===== config.mk =====
export PLATFORM = sky130hd
export DESIGN_NAME = div_repsub
export DESIGN_NICKNAME = d
export VERILOG_FILES = /design/src/rtl/div_repsub_pkg.sv /design/src/rtl/div_datapath.sv /design/src/rtl/div_repsub.sv
export SDC_FILE = /design/constraint.sdc
export NUM_CORES = 1
export LEC_CHECK = 0
export ABC_AREA = 1
export BUFFER_PORTS_ARGS = -buffer_cell sky130_fd_sc_hd__buf_2
export CORE_AREA = 5 5 141 76
export CTS_BUF_LIST = sky130_fd_sc_hd__clkbuf_2
export CTS_CLUSTER_DIAMETER = 50
export DETAILED_ROUTE_END_ITERATION = 8
export DIE_AREA = 0 0 146 81
export PLACE_DENSITY = 0.71
export SYNTH_ARGS = -nofsm -noshare
export SYNTH_HDL_FRONTEND = slang
export SYNTH_HIERARCHICAL = 1
export SYNTH_SLANG_ARGS = --single-unit

===== constraint.sdc =====
create_clock -name clk -period 2.98 [get_ports clk]
set_input_delay 0.298 -clock clk [delete_from_list [all_inputs] [get_ports clk]]
set_output_delay 0.298 -clock clk [all_outputs]
set_load 0.05 [all_outputs]

===== src/rtl/div_repsub_pkg.sv =====
// Shared definitions for the repeated-subtraction divider.
package div_repsub_pkg;

  localparam int DEF_WIDTH = 16;

  typedef enum logic [1:0] {
    IDLE = 2'b00,
    CALC = 2'b01,
    DONE = 2'b10
  } state_t;

endpackage


===== src/rtl/div_datapath.sv =====
// Divider datapath: remainder/divisor/quotient registers, subtractor and R>=D compare.
import div_repsub_pkg::*;

module div_datapath #(
  parameter int WIDTH = DEF_WIDTH
) (
  input  logic             clk,
  input  logic             rst_n,
  input  logic             load_i,
  input  logic             step_i,
  input  logic             zero_i,
  input  logic [WIDTH-1:0] dividend_i,
  input  logic [WIDTH-1:0] divisor_i,
  output logic             ge_o,
  output logic [WIDTH-1:0] q_o,
  output logic [WIDTH-1:0] r_o
);

  logic [WIDTH-1:0] r_q, d_q, q_q;

  assign ge_o = (r_q >= d_q);
  assign q_o  = q_q;
  assign r_o  = r_q;

  always_ff @(posedge clk or negedge rst_n) begin
    if (!rst_n) begin
      r_q <= '0;
      d_q <= '0;
      q_q <= '0;
    end else if (zero_i) begin
      // Divide-by-zero result: saturated quotient, dividend passed through.
      r_q <= dividend_i;
      d_q <= divisor_i;
      q_q <= '1;
    end else if (load_i) begin
      r_q <= dividend_i;
      d_q <= divisor_i;
      q_q <= '0;
    end else if (step_i) begin
      r_q <= r_q - d_q;
      q_q <= q_q + 1'b1;
    end
  end

endmodule


===== src/rtl/div_repsub.sv =====
// Unsigned divider by repeated subtraction with start/done handshake.
import div_repsub_pkg::*;

module div_repsub #(
  parameter int WIDTH = DEF_WIDTH
) (
  input  logic             clk,
  input  logic             rst_n,
  input  logic             start,
  input  logic [WIDTH-1:0] dividend,
  input  logic [WIDTH-1:0] divisor,
  output logic [WIDTH-1:0] quotient,
  output logic [WIDTH-1:0] remainder,
  output logic             busy,
  output logic             done,
  output logic             div_by_zero
);

  state_t state_q;
  logic   busy_q, done_q, dbz_q;
  logic   accept, dz, load, step, zero, ge;

  assign accept = start && (state_q == IDLE || state_q == DONE);
  assign dz     = (divisor == '0);
  assign load   = accept && !dz;
  assign zero   = accept && dz;
  assign step   = (state_q == CALC) && ge;

  div_datapath #(.WIDTH(WIDTH)) u_dp (
    .clk        (clk),
    .rst_n      (rst_n),
    .load_i     (load),
    .step_i     (step),
    .zero_i     (zero),
    .dividend_i (dividend),
    .divisor_i  (divisor),
    .ge_o       (ge),
    .q_o        (quotient),
    .r_o        (remainder)
  );

  always_ff @(posedge clk or negedge rst_n) begin
    if (!rst_n) begin
      state_q <= IDLE;
      busy_q  <= 1'b0;
      done_q  <= 1'b0;
      dbz_q   <= 1'b0;
    end else begin
      case (state_q)
        IDLE, DONE: begin
          if (start) begin
            if (dz) begin
              state_q <= DONE;
              busy_q  <= 1'b0;
              done_q  <= 1'b1;
              dbz_q   <= 1'b1;
            end else begin
              state_q <= CALC;
              busy_q  <= 1'b1;
              done_q  <= 1'b0;
              dbz_q   <= 1'b0;
            end
          end
        end
        CALC: begin
          // Inputs are ignored here; the only exit is R<D.
          if (!ge) begin
            state_q <= DONE;
            busy_q  <= 1'b0;
            done_q  <= 1'b1;
          end
        end
        default: begin
          state_q <= IDLE;
          busy_q  <= 1'b0;
          done_q  <= 1'b0;
          dbz_q   <= 1'b0;
        end
      endcase
    end
  end

  assign busy        = busy_q;
  assign done        = done_q;
  assign div_by_zero = dbz_q;

endmodule


==> results of run 1 <==
[cell type report]
| type | count | area [µm²] | area share |
|---|---|---|---|
| well taps | 121 | 151 | 0.0353 |
| multi-input cells | 383 | 1930 | 0.450 |
| clock inverters | 3 | 42.5 | 0.00991 |
| clock buffers | 5 | 25.0 | 0.00583 |
| flip-flops and latches | 52 | 1300 | 0.303 |
| inverters | 85 | 322 | 0.0749 |
| repair buffers | 88 | 518 | 0.121 |
[per-stage QoR]
stage                     hold WS, ps  setup slack [ps]  std cells
after floorplan                  2.41               167        531
after global routing             7.21              6.20        737
after detailed placement          483              63.8        716
after CTS                        3.15              13.3        731
after global placement            469               344        716
final                            25.1               204        737
[layout by cell type (no fill, tap or decap), types with 2 or more instances in the layout]
cell type / count
o221ai_1: 3
nor3_1: 7
ha_1: 17
inv_2: 4
nor2_2: 3
o211ai_1: 2
dfrtp_1: 52
buf_2: 69
o21ai_2: 2
inv_1: 80
o21ai_1: 2
nand2_2: 4
buf_4: 7
dlygate4sd3_1: 12
nand4_1: 8
nor2_4: 3
a22oi_1: 3
nand3_1: 33
o21ai_0: 29
nand2_1: 171
xor2_1: 8
a31o_2: 2
a21oi_1: 22
clkbuf_2: 5
nor2_1: 55
[worst paths after layout]
path,from,endpoint,slack (ps),cells after the start
worst max-delay path,u_dp/r_o[0],u_dp/q_o[8],200,14
worst min-delay path,divisor[14],u_dp/d_q[14],30,3
worst max register to register,u_dp/r_o[0],u_dp/q_o[8],200,14
worst min register to register,busy,busy,550,2
max in group asynchronous,rst_n,u_dp/r_o[10],1880,3
min in group asynchronous,rst_n,u_dp/q_o[11],430,2
[state kept, by name (all words and copies together), names as in the netlist]
signal and count:
u_dp/d_q 16, u_dp/q_o 16, u_dp/r_o 16, state_q 2
busy 1, div_by_zero 1
[routing by layer]
| layer | vias to the layer above | wire length (µm) |
|---|---|---|
| met2 | 130 | 3780 |
| li1 | 1841 | - |
| met4 | 0 | 65 |
| met1 | 1680 | 6200 |
| met5 | - | 0 |
| met3 | 7 | 1000 |
[worst reg2reg max path, stage by stage, from the launching register on]
cell	delay (ps)
dfrtp_1	420
inv_1	60
ha_1	220
fa_1	450
o21ai_2	210
nand2_1	100
nand3_1	100
nand2_1	60
nand3_1	110
nand3_1	160
inv_2	140
inv_1	100
nor2_4	210
inv_2	110
o31ai_2	270
[report_power, final]
part,switching [mW],internal [mW]
logic,2.60,1.12
clock network,0.250,0.139
registers,0.178,0.969
total,3.03,2.23
[kinds of logic after synthesis]
| logic type | after synthesis | synth area share |
|---|---|---|
| buffers and inverters | 96 | 0.104 |
| adders and majority gates | 18 | 0.0647 |
| AOI/OAI and AO/OA | 68 | 0.107 |
| xor gates and xnor gates | 9 | 0.0219 |
| DFF | 52 | 0.362 |
| and+or+nand+nor | 288 | 0.341 |
[what timing repair did]
action / CTS / global route
resized for setup: 0 / 4
endpoints found under the setup margin: 0 / 13
hold endpoints to repair: 43 / 5
setup buffers: 0 / 1
hold buffers: 7 / 5
==> reports/results.txt, run 1 <==
CP required: 3400 ps
CTS buffer count: 5
Post-synth ARST share: 1.00
PwrDens: 1220 nW/µm²
via count: 3658
final hold violations: 0
number of synthesized flops with an enable pin: 0
DR iter-0 viols: 310
ANT nets after route: 0
most used routing layer: met1
Max stage delay on crit path: 450 ps
most frequent cell after synthesis: nand2_1
Pre-Repair DR Iteration Count: 5
#FFs+latches synth: 52
Die Height: 81 µm
leak pwr: 2.37 nW
met1 Usage GRT: 0.325
core area: 9230 µm²
CTS H-Tree Depth: 2
library cells used by synthesis: 34
syn_nets: 584
layout cells sized above 1: 0.174
worst-path fanout max: 7
GPL Wtd Cong: 0.925
Total Routed Length: 11000 µm
initial antenna violation count: 0
setup violators final: 0
run status: finished, final reports clean
cell row count: 25
Max-cap violations: 0
DR vias/cell: 4.96
fill cell count: 954
Slew HR: 0.395
period utilization: 0.932
Root Driver: clkbuf_2
Tmin final: 2780 ps
area delta synth->final: 19.3%
TritonCTS Sinks: 52
RSZ-0062 raised after global routing: false
# IOs: 70
Primary FF master, synth: dfrtp_1
cells after synthesis: 531
CP delay by family, top: simple AND/OR/NAND/NOR gates
critical path's slowest cell: fa_1
crit path DAT: 3200 ps
Cell Area, Placed: 4090 µm²
crit-path cells: inv_1 > ha_1 > fa_1 > o21ai_2 > nand2_1 > nand3_1 > nand2_1 > nand3_1 > nand3_1 > inv_2 > inv_1 > nor2_4 > inv_2 > o31ai_2
Post-Route Utilization: 0.465
M3 GR Usage: 0.0429
die area: 11800 µm²
Initial Util: 0.390
largest net degree at the start of global routing: 42
total negative slack: 0 ps
CTS clk-pin slew, worst paths: 290 ps
Slew Viols, Final: 0
clk_skew: 19.7 ps
average size of a mapped cell: 6.78 µm²
post-route cell area: 4290 µm²
main area contributors after synthesis: dfrtp_1 36%, nand2_1 18%, inv_1 8.6%
input/output buffers: 69
global route overflow: 0
Hold WC Path Type: input pin to flop
post-synth top area cell: dfrtp_1
antenna cells: 0
Clock Tree Buf Depth: 2
CP endpoint kind: flop
drc violations: 0
M2 GR Usage: 0.227
Post-synth top cells: 171 x nand2_1, 82 x inv_1, 55 x nor2_1
WP buf/inv: 4
DP Wirelength: 8880 µm
crit-path most repeated cell: nand3_1
fmax: 360 MHz
Synth Warn #: 6
critical path type: flop to flop
first-pass GRT wire length: 17600 µm
Tot GR Track Use: 0.189
fin nets: 668
CTS tree: done
Routed wire per std cell: 15.0 µm
CP startpoint kind: flop
vias in the first global route: 3271
total power: 5.26 mW
worst skew pair latency: 480 ps
Post-Syn Area: 3600 µm²
maximum vdd drop: 0.475 mV
share of the synthesized area in the top cell type: 0.362
actual transition at the worst max-transition pin: 907 ps
die width: 146 µm
Seq/Total Area, Yosys: 0.362
No activity file was read; power rests on OpenSTA's default activity.
==> run 2, diff against run 1 <==
--- a/config.mk
+++ b/config.mk
@@ -10,6 +10,7 @@
 export CORE_AREA = 5 5 141 76
 export CTS_BUF_LIST = sky130_fd_sc_hd__clkbuf_2
 export CTS_CLUSTER_DIAMETER = 50
+export CTS_CLUSTER_SIZE = 14
 export DETAILED_ROUTE_END_ITERATION = 8
 export DIE_AREA = 0 0 146 81
 export PLACE_DENSITY = 0.71
==> constraint.sdc (replaced) <==
create_clock -name clk -period 3.4 [get_ports clk]
set_input_delay 0.34 -clock clk [delete_from_list [all_inputs] [get_ports clk]]
set_output_delay 0.34 -clock clk [all_outputs]
set_load 0.05 [all_outputs]
==> reports/results.txt, run 2 (synthesized netlist as in run 1, its figures left out) <==
run status: finished, final reports clean (unchanged)
final hold violations: 0 (unchanged)
commonest non-fill, non-tap cell in the layout: nand2_1 (unchanged)
post-CTS setup buffers: 0 (unchanged)
pre-CTS setup slack: 547 ps (was 63.8 ps)
Storage cell area: 1300 µm² (unchanged)
Total Routed Length: 10600 µm (was 11000 µm)
actual transition at the worst max-transition pin: 937 ps (was 907 ps)
most frequent cells in the layout: 171 x nand2_1, 82 x inv_1, 69 x buf_2, 55 x nor2_1, 52 x dfrtp_1 (was 171 x nand2_1, 80 x inv_1, 69 x buf_2, 55 x nor2_1, 52 x dfrtp_1)
ANT nets after route: 0 (unchanged)
die width: 146 µm (unchanged)
Hold WC Path Type: input pin to flop (unchanged)
Clock Tree Buf Depth: 2 (unchanged)
Pre-Repair DR Iteration Count: 5 (unchanged)
Tmin final: 2960 ps (was 2780 ps)
Slew Viols, Final: 0 (unchanged)
met1 Usage GRT: 0.296 (was 0.325)
largest net degree at the start of global routing: 42 (unchanged)
worst-path fanout max: 7 (unchanged)
critical path type: flop to flop (unchanged)
Max-cap violations: 0 (unchanged)
# IOs: 70 (unchanged)
CP endpoint kind: flop (unchanged)
cell row count: 25 (unchanged)
fill cell count: 934 (was 954)
initial antenna violation count: 0 (unchanged)
GPL Wtd Cong: 0.938 (was 0.925)
reg2reg start: u_dp/r_o[0] (unchanged)
area delta synth->final: 15.3% (was 19.3%)
CTS H-Tree Depth: 2 (unchanged)
antenna cells: 0 (unchanged)
first-pass GRT wire length: 16900 µm (was 17600 µm)
Multi-input gate area: 1920 µm² (was 1930 µm²)
Root Driver: clkbuf_2 (unchanged)
CTS buffer count: 5 (unchanged)
Routed wire per std cell: 14.6 µm (was 15.0 µm)
part of the power in the clock network: 0.074 (about the same)
core area: 9230 µm² (unchanged)
crit-path cells: inv_1 > ha_1 > fa_1 > o21ai_1 > nand2_1 > nand3_1 > nand2_1 > nand3_1 > nand3_1 > inv_1 > inv_1 > nor2_4 > inv_1 > o31ai_1 (was inv_1 > ha_1 > fa_1 > o21ai_2 > nand2_1 > nand3_1 > nand2_1 > nand3_1 > nand3_1 > inv_2 > inv_1 > nor2_4 > inv_2 > o31ai_2)
CP Launch Point: u_dp/r_o[0] (unchanged)
total negative slack: 0 ps (unchanged)
Slew HR: 0.376 (was 0.395)
Post-Route Utilization: 0.450 (was 0.465)
PwrDens: 1100 nW/µm² (was 1220 nW/µm²)
layout cells sized above 1: 0.166 (was 0.174)
maximum vdd drop: 0.394 mV (was 0.475 mV)
M2 GR Usage: 0.219 (was 0.227)
CTS clk-pin slew, worst paths: 280 ps (was 290 ps)
Max stage delay on crit path: 440 ps (was 450 ps)
most used routing layer: met1 (unchanged)
DR iter-0 viols: 413 (was 310)
Sw Ratio: 0.577 (was 0.576)
fmax: 338 MHz (was 360 MHz)
Initial Util: 0.390 (unchanged)
vias in the first global route: 3192 (was 3271)
via count: 3642 (was 3658)
TritonCTS Sinks: 52 (unchanged)
switching power total: 2.63 mW (was 3.03 mW)
critical path's slowest cell: fa_1 (unchanged)
CTS tree: done (unchanged)
CTS Hold Buffers Added: 1 (was 7)
global route overflow: 0 (unchanged)
total power: 4.55 mW (was 5.26 mW)
worst setup margin: 443 ps (was 204 ps)
CP required: 3800 ps (was 3400 ps)
CP startpoint kind: flop (unchanged)
leak pwr: 2.31 nW (was 2.37 nW)
DR vias/cell: 5.04 (was 4.96)
crit-path most repeated cell: inv_1 (was nand3_1)
Power Internal: 1.92 mW (was 2.23 mW)
min-delay src: divisor[3] (was divisor[14])
setup violators final: 0 (unchanged)
period utilization: 0.870 (was 0.932)
Seq pwr share: 0.221 (was 0.218)
input/output buffers: 69 (unchanged)
Tot GR Track Use: 0.180 (was 0.189)
die area: 11800 µm² (unchanged)
Die Height: 81 µm (unchanged)
post-CTS sizing: 0 (unchanged)
drc violations: 0 (unchanged)
M3 GR Usage: 0.0608 (was 0.0429)
fin nets: 654 (was 668)
clk_skew: 25.2 ps (was 19.7 ps)
worst skew pair latency: 470 ps (was 480 ps)
crit path DAT: 3360 ps (was 3200 ps)
DP Wirelength: 8420 µm (was 8880 µm)
RSZ-0062 raised after global routing: false (unchanged)
Comb pwr share: 0.705 (was 0.708)
==> run 2: power by group through the flow <==
stage	sequential, mW	clock (mW)	combinational [mW]
after global placement	1.01	0	3.07
final	1.01	0.335	3.21
after global routing	1.03	0.376	3.58
after floorplan	1.43	0	1.97
after detailed placement	1.02	0	3.14
after CTS	1.00	0.340	3.16
==> run 2: layer usage <==
layer,vias to the layer above,part of all wire
li1,1816,-
met1,1634,0.53
met3,8,0.12
met4,0,0.0080
met2,184,0.34
met5,-,0
==> run 2: path summary, 6_finish.rpt <==
check	to	slack (ps)	cells past startpoint
worst max-delay path	u_dp/q_o[8]	440	14
worst min-delay path	u_dp/d_q[3]	60	3
worst max register to register	u_dp/q_o[8]	440	14
worst min register to register	busy	540	2
max in group asynchronous	u_dp/d_q[12]	2160	3
min in group asynchronous	u_dp/q_o[7]	500	2
==> run 2: final cells by class <==
type	count	share of cell area
multi-input combinational	383	0.464
sequential	52	0.314
timing repair buffer	74	0.0929
inverter	85	0.0775
tap	121	0.0365
clock inverter	2	0.00844
clock buffer	6	0.00724
==> run 2: worst max-delay path: cells and delay by family (launching register included) <==
kind            cells  cell delay [ps]
flops               1              420
fa+ha+maj           2              660
compound gates      2              550
simple gates        6              750
buf+inv             4              520
==> run 2: metrics by stage <==
step,hold WS [ps],std cells,area (µm²)
detailed placement,477,714,4070
CTS,57.4,723,4150
finish,63.1,723,4150
floorplan,44.4,531,3600
global placement,475,714,4070
global route,24.3,723,4150
